**src/rtl/io_input_conditioner_if.sv**
```systemverilog
// Switch-port bundle between the FPGA pins and the conditioned io_in path.
// IO_CHANGE_FLAG_EN adds the sticky change flag and its clear.
interface io_input_conditioner_if #(
    parameter int unsigned WIDTH = 10
);
    logic [WIDTH-1:0] sw_raw;
    logic [WIDTH-1:0] sw_out;
    logic             sw_changed;
    logic [WIDTH-1:0] sw_rise;
    logic [WIDTH-1:0] sw_fall;
`ifdef IO_CHANGE_FLAG_EN
    logic             chg_clr;
    logic             chg_flag;

    modport master (
        output sw_raw,
        output chg_clr,
        input  sw_out,
        input  sw_changed,
        input  sw_rise,
        input  sw_fall,
        input  chg_flag
    );

    modport slave (
        input  sw_raw,
        input  chg_clr,
        output sw_out,
        output sw_changed,
        output sw_rise,
        output sw_fall,
        output chg_flag
    );
`else
    modport master (
        output sw_raw,
        input  sw_out,
        input  sw_changed,
        input  sw_rise,
        input  sw_fall
    );

    modport slave (
        input  sw_raw,
        output sw_out,
        output sw_changed,
        output sw_rise,
        output sw_fall
    );
`endif
endinterface

```
**src/rtl/io_input_conditioner.sv**
```systemverilog
// Two-flop synchroniser plus per-bit debounce for the switch port, with registered edge strobes.
// Optional sticky change flag (chg_flag / chg_clr) is built when IO_CHANGE_FLAG_EN is defined.
module io_input_conditioner #(
    parameter int unsigned WIDTH           = 10,
    parameter int unsigned DEBOUNCE_CYCLES = 50000,
    parameter int unsigned CNT_W           = 16
) (
    input logic              clock,
    input logic              resetn,
    io_input_conditioner_if.slave bus
);
    localparam logic [CNT_W-1:0] CNT_LAST = CNT_W'(DEBOUNCE_CYCLES - 1);

    logic [WIDTH-1:0] sync1_q;
    logic [WIDTH-1:0] sync2_q;
    logic [WIDTH-1:0] stable_q, stable_d;
    logic [WIDTH-1:0] rise_q, rise_d;
    logic [WIDTH-1:0] fall_q, fall_d;
    logic             changed_q, changed_d;
    logic [WIDTH-1:0] accept;
    logic [CNT_W-1:0] cnt_q [WIDTH];
    logic [CNT_W-1:0] cnt_d [WIDTH];

    always_ff @(posedge clock or negedge resetn) begin
        if (!resetn) begin
            sync1_q <= '0;
            sync2_q <= '0;
        end else begin
            sync1_q <= bus.sw_raw;
            sync2_q <= sync1_q;
        end
    end

    // Counter only advances while sync2 disagrees with the accepted value; a single
    // agreeing cycle restarts it, and acceptance clears it so it never wraps.
    always_comb begin
        stable_d = stable_q;
        accept   = '0;
        for (int i = 0; i < int'(WIDTH); i++) begin
            cnt_d[i] = '0;
            if (sync2_q[i] != stable_q[i]) begin
                if (cnt_q[i] == CNT_LAST) begin
                    accept[i]   = 1'b1;
                    stable_d[i] = sync2_q[i];
                end else begin
                    cnt_d[i] = cnt_q[i] + 1'b1;
                end
            end
        end
        rise_d    = accept & sync2_q;
        fall_d    = accept & ~sync2_q;
        changed_d = |accept;
    end

    always_ff @(posedge clock or negedge resetn) begin
        if (!resetn) begin
            stable_q  <= '0;
            rise_q    <= '0;
            fall_q    <= '0;
            changed_q <= 1'b0;
            for (int i = 0; i < int'(WIDTH); i++) begin
                cnt_q[i] <= '0;
            end
        end else begin
            stable_q  <= stable_d;
            rise_q    <= rise_d;
            fall_q    <= fall_d;
            changed_q <= changed_d;
            for (int i = 0; i < int'(WIDTH); i++) begin
                cnt_q[i] <= cnt_d[i];
            end
        end
    end

    assign bus.sw_out     = stable_q;
    assign bus.sw_rise    = rise_q;
    assign bus.sw_fall    = fall_q;
    assign bus.sw_changed = changed_q;

`ifdef IO_CHANGE_FLAG_EN
    logic flag_q;

    // Set takes priority so a change landing on the clear cycle is not lost.
    always_ff @(posedge clock or negedge resetn) begin
        if (!resetn) begin
            flag_q <= 1'b0;
        end else if (changed_q) begin
            flag_q <= 1'b1;
        end else if (bus.chg_clr) begin
            flag_q <= 1'b0;
        end
    end

    assign bus.chg_flag = flag_q;
`endif

endmodule

```
**src/flat_wrapper.sv**
```systemverilog
// flat-port wrapper written by rule: the top's interface ports become plain ports
module io_input_conditioner_flat 
#(
    parameter int unsigned WIDTH           = 10,
    parameter int unsigned DEBOUNCE_CYCLES = 50000,
    parameter int unsigned CNT_W           = 16
)
  (clock, resetn, bus_sw_raw, bus_sw_out, bus_sw_changed, bus_sw_rise, bus_sw_fall);
  io_input_conditioner_if #(.WIDTH(WIDTH)) bus_i ();
  input logic clock;
  input logic resetn;
  input wire logic [$bits(bus_i.sw_raw)-1:0] bus_sw_raw;
  output wire logic [$bits(bus_i.sw_out)-1:0] bus_sw_out;
  output wire logic [$bits(bus_i.sw_changed)-1:0] bus_sw_changed;
  output wire logic [$bits(bus_i.sw_rise)-1:0] bus_sw_rise;
  output wire logic [$bits(bus_i.sw_fall)-1:0] bus_sw_fall;
  assign bus_i.sw_raw = bus_sw_raw;
  assign bus_sw_out = bus_i.sw_out;
  assign bus_sw_changed = bus_i.sw_changed;
  assign bus_sw_rise = bus_i.sw_rise;
  assign bus_sw_fall = bus_i.sw_fall;
  io_input_conditioner #(.WIDTH(WIDTH), .DEBOUNCE_CYCLES(DEBOUNCE_CYCLES), .CNT_W(CNT_W)) u_core (.clock(clock), .resetn(resetn), .bus(bus_i));
endmodule
```
**config.mk**
```make
export PLATFORM = sky130hd
export DESIGN_NAME = io_input_conditioner_flat
export DESIGN_NICKNAME = d
export VERILOG_FILES = /design/src/rtl/io_input_conditioner_if.sv /design/src/rtl/io_input_conditioner.sv /design/src/flat_wrapper.sv
export SDC_FILE = /design/constraint.sdc
export NUM_CORES = 1
export LEC_CHECK = 0
export ABC_AREA = 0
export CAP_MARGIN = 10
export CORE_MARGIN = 1
export CORE_UTILIZATION = 60
export CTS_CLUSTER_SIZE = 24
export DETAILED_ROUTE_END_ITERATION = 8
export PLACE_DENSITY = 0.79
export REMOVE_ABC_BUFFERS = 1
export SLEW_MARGIN = 20
export SYNTH_ARGS = -nofsm -noshare
export SYNTH_HDL_FRONTEND = slang
export SYNTH_SLANG_ARGS = --single-unit
```
**constraint.sdc**
```tcl
create_clock -name clock -period 2.85 [get_ports clock]
set_input_delay 0.285 -clock clock [delete_from_list [all_inputs] [get_ports clock]]
set_output_delay 0.285 -clock clock [all_outputs]
set_load 0.05 [all_outputs]
```
==> impl_results.md <==
- Status: completed
- Clock Pin Slew Worst Setup and Hold Paths: 0.06 ns
- Hold WC Path Type: in -> reg
- Hold_sp: bus_sw_raw[6]
- Core area: 15260 µm²
- Pwr dens: 579.3 nW/µm²
- Cells after Synth: 870
- Worst-path cell chain: clkdlybuf4s50_1
- Crit-path max cell delay: 0.85 ns
- Synth top area cells: dfrtp_1 (56%), nor2_1 (7.0%), xor2_1 (6.9%)
- Cell Area, Synth: 9388 µm²
- Most frequent cells in the layout: dfrtp_1 (211), nor2_1 (175), xor2_1 (74)
- Initial antenna violation count: 0
- Comb pwr share: 0.029
- Worst-case clock buffer depth: 3
- Insertion delay of the later-clocked pin in the worst-skew pair: 0.50 ns
- Total routed wirelength: 16320 µm
- Total internal power: 0.004950 W
- Largest family of logic cells by synthesized area: simple AND/OR/NAND/NOR gates
- Root Buffer: clkbuf_16
- Critical path required time: 2.57 ns
- Crit end category: output pin
- Postcts setup bufs: 0
- Layout area overhead: 15.03%
- First-pass GRT wire length: 28630 µm
- FF-to-FF End: u_core.bus.sw_changed$_DFF_PN0_
- Gr ovfl total: 0
- Nets: 949
- XOR/XNOR share of the synthesized area: 0.1334
- Worst r2r src: u_core.cnt_q[16]$_DFF_PN0_
- Hold_buf cts: 1
- Via density: 5.365
- Final Hold Vio Count: 0
- Setup TNS: 0 ns
- Post-synthesis adder-cell area fraction: 0.01333
- Clock sink count: 211
- Sequential share of the synthesized area: 0.5624
- Hold Path Sink: u_core.sync1_q[6]$_DFF_PN0_
- Via count: 6181
- Tcrit/Tclk final: 0.7343
- Startpoint types: flop
- Synth warnings: 0
- Commonest non-fill, non-tap cell in the layout: dfrtp_1
- Gr usage total: 0.2159
- CP max stage cell: clkdlybuf4s50_1
- Syn avg cell area: 10.79 µm²
- Largest net degree at the start of global routing: 91
- Reg2reg setup slack: 0.82 ns
- Pins Over Slew Limit: 0
- Worst vdd ir: 0.0004639 V
- Post-synthesis simple-gate area fraction: 0.2464
- Num CTS Buffers: 23
- RSZ-0062 raised after global routing: false
- Die width: 127.1 µm
- CP top delay family: buffers and inverters
- Clock share of power: 0.477
- Max FO, Critical Path: 5
- WP buf/inv: 1
- Pre-CTS setup slack: 0.8252 ns
- Setup-failing EPs final: 0
- Routed Antenna Nets: 0
- P_leak: 4.738 nW
- Achievable frequency: 477.9 MHz
- Worst slew margin: 0.5186
- Pre-antenna DRT Iters: 5
- Mux cell area share after synthesis: 0.01240
- Area fraction of the dominant cell type after synthesis: 0.5624
- Number of port buffers: 42
- H-tree levels: 1
- Resize count post-CTS: 0
- Skew final: 0.01434 ns
- Die Footprint: 16150 µm²
- Netlist cell types: 41
- Post-layout minimum cycle time: 2.093 ns
- Max_cap viols: 0
- Worst-margin pin slew: 0.7221 ns
- Post-synthesis compound-gate area fraction: 0.01506
- Chip Height: 127.1 µm
- Hold Path Depth: 1
- Crit path DAT: 1.81 ns
- PnR worst setup slack: 0.7573 ns
- Top cell type by total area after synthesis: dfrtp_1
- DRC Markers: 0
- #FFs+latches synth: 211
- FF-to-FF path depth: 6
- Placed wire-length estimate: 10660 µm
- Initial detailed-routing violation count: 276
- IO Count: 43
- GPL Wtd Cong: 0.8710
- Final hold slack: 0.2213 ns
- Layout cells sized above 1: 0.07120
- P_sw: 0.001306 W
- Crit path kind: reg -> out
- Antenna cells: 0
- Sequential power share: 0.494
- Starting Density: 0.6153
- FP Rows: 45
- CTS tree: yes
- Vias in the first global route: 6117
- Routed length per placed instance: 14.16 µm
- Sw Share: 0.2087
power by group through the flow:
stage                     registers [W]  logic [W]  clock network, W
after floorplan                 0.00313  0.0000828                 0
after global placement          0.00314   0.000185                 0
after detailed placement        0.00314   0.000187                 0
after CTS                       0.00309   0.000190           0.00304
after global routing            0.00309   0.000216           0.00318
final                           0.00309   0.000184           0.00298
logic make-up (layout without fill, tap and decap cells):
| family | after synthesis | in the layout |
|---|---|---|
| and+or+nand+nor | 443 | 443 |
| DFF | 211 | 211 |
| xor gates and xnor gates | 143 | 143 |
| buffers and inverters | 31 | 102 |
| adders and majority gates | 10 | 10 |
| muxes | 10 | 10 |
| AOI/OAI and AO/OA | 22 | 22 |
worst max path at each step:
| stage | startpoint | to | depth (start not counted) |
|---|---|---|---|
| 6_report | u_core.bus.sw_out[4]$_DFFE_PN0P_ | bus_sw_out[4] | 1 |
| 2_1_floorplan | u_core.cnt_q[16]$_DFF_PN0_ | u_core.bus.sw_changed$_DFF_PN0_ | 6 |
| 3_5_place_dp | u_core.cnt_q[112]$_DFF_PN0_ | u_core.bus.sw_changed$_DFF_PN0_ | 6 |
| 3_3_place_gp | u_core.cnt_q[112]$_DFF_PN0_ | u_core.bus.sw_changed$_DFF_PN0_ | 6 |
| 4_1_cts | u_core.bus.sw_out[3]$_DFFE_PN0P_ | bus_sw_out[3] | 1 |
| 5_1_grt | u_core.cnt_q[80]$_DFF_PN0_ | u_core.cnt_q[92]$_DFF_PN0_ | 6 |
layout make-up:
cell class / count / area (µm²)
multi-input cells: 628 / 3949
clock buffers: 28 / 634.4
inverters: 16 / 60.06
flip-flops and latches: 211 / 5280
repair buffers: 47 / 476.7
clock inverters: 11 / 135.1
well taps: 211 / 264.0
fillers: 1101 / 4459
synth_stat cells:
| cell | n |
|---|---|
| a21oi_1 | 9 |
| a22oi_2 | 1 |
| a2bb2oi_2 | 1 |
| and2_1 | 13 |
| and3_1 | 37 |
| and3_4 | 2 |
| and4_1 | 6 |
| and4_4 | 3 |
| buf_2 | 10 |
| buf_4 | 2 |
| buf_6 | 3 |
| dfrtp_1 | 211 |
| ha_1 | 10 |
| inv_1 | 16 |
| mux2_2 | 9 |
| mux2_4 | 1 |
| nand2_1 | 42 |
| nand2_2 | 1 |
| nand2_4 | 1 |
| nand2b_1 | 2 |
| nand3_1 | 43 |
| nand4_1 | 43 |
| nand4_2 | 1 |
| nand4_4 | 1 |
| nand4b_1 | 1 |
| nor2_1 | 175 |
| nor2b_1 | 1 |
| nor3_1 | 14 |
| nor3_2 | 1 |
| nor3b_1 | 22 |
| nor4_1 | 2 |
| nor4b_1 | 9 |
| nor4bb_1 | 8 |
| o21ai_0 | 9 |
| o221ai_1 | 1 |
| o221ai_2 | 1 |
| or2_2 | 1 |
| or3_1 | 13 |
| or4b_1 | 1 |
| xnor2_1 | 69 |
| xor2_1 | 74 |
per-stage QoR:
step | cell area (µm²) | total power, W | std cells | util
floorplan | 9289 | 0.003213 | 855 | -
global placement | 10020 | 0.003322 | 1112 | 0.6567
detailed placement | 10020 | 0.003327 | 1112 | 0.6567
CTS | 10800 | 0.006317 | 1152 | 0.7077
global route | 10800 | 0.006489 | 1152 | 0.7077
finish | 10800 | 0.006256 | 1152 | 0.7077
layer usage:
layer / global-route usage / vias to the layer above / wire [µm]
li1: - / 3066 / -
met1: 0.3042 / 2961 / 7785
met2: 0.3484 / 120 / 7529
met3: 0.03308 / 34 / 572
met4: 0.06793 / 0 / 429
met5: 0 / - / 0
flip-flops by register name, summed over array words and instances (netlist names):
register and cells:
u_core.cnt_q 160, u_core.bus.sw_fall 10, u_core.bus.sw_out 10, u_core.bus.sw_rise 10
u_core.sync1_q 10, u_core.sync2_q 10, u_core.bus.sw_changed 1
Note: power is estimated with default switching activity, not from simulation.
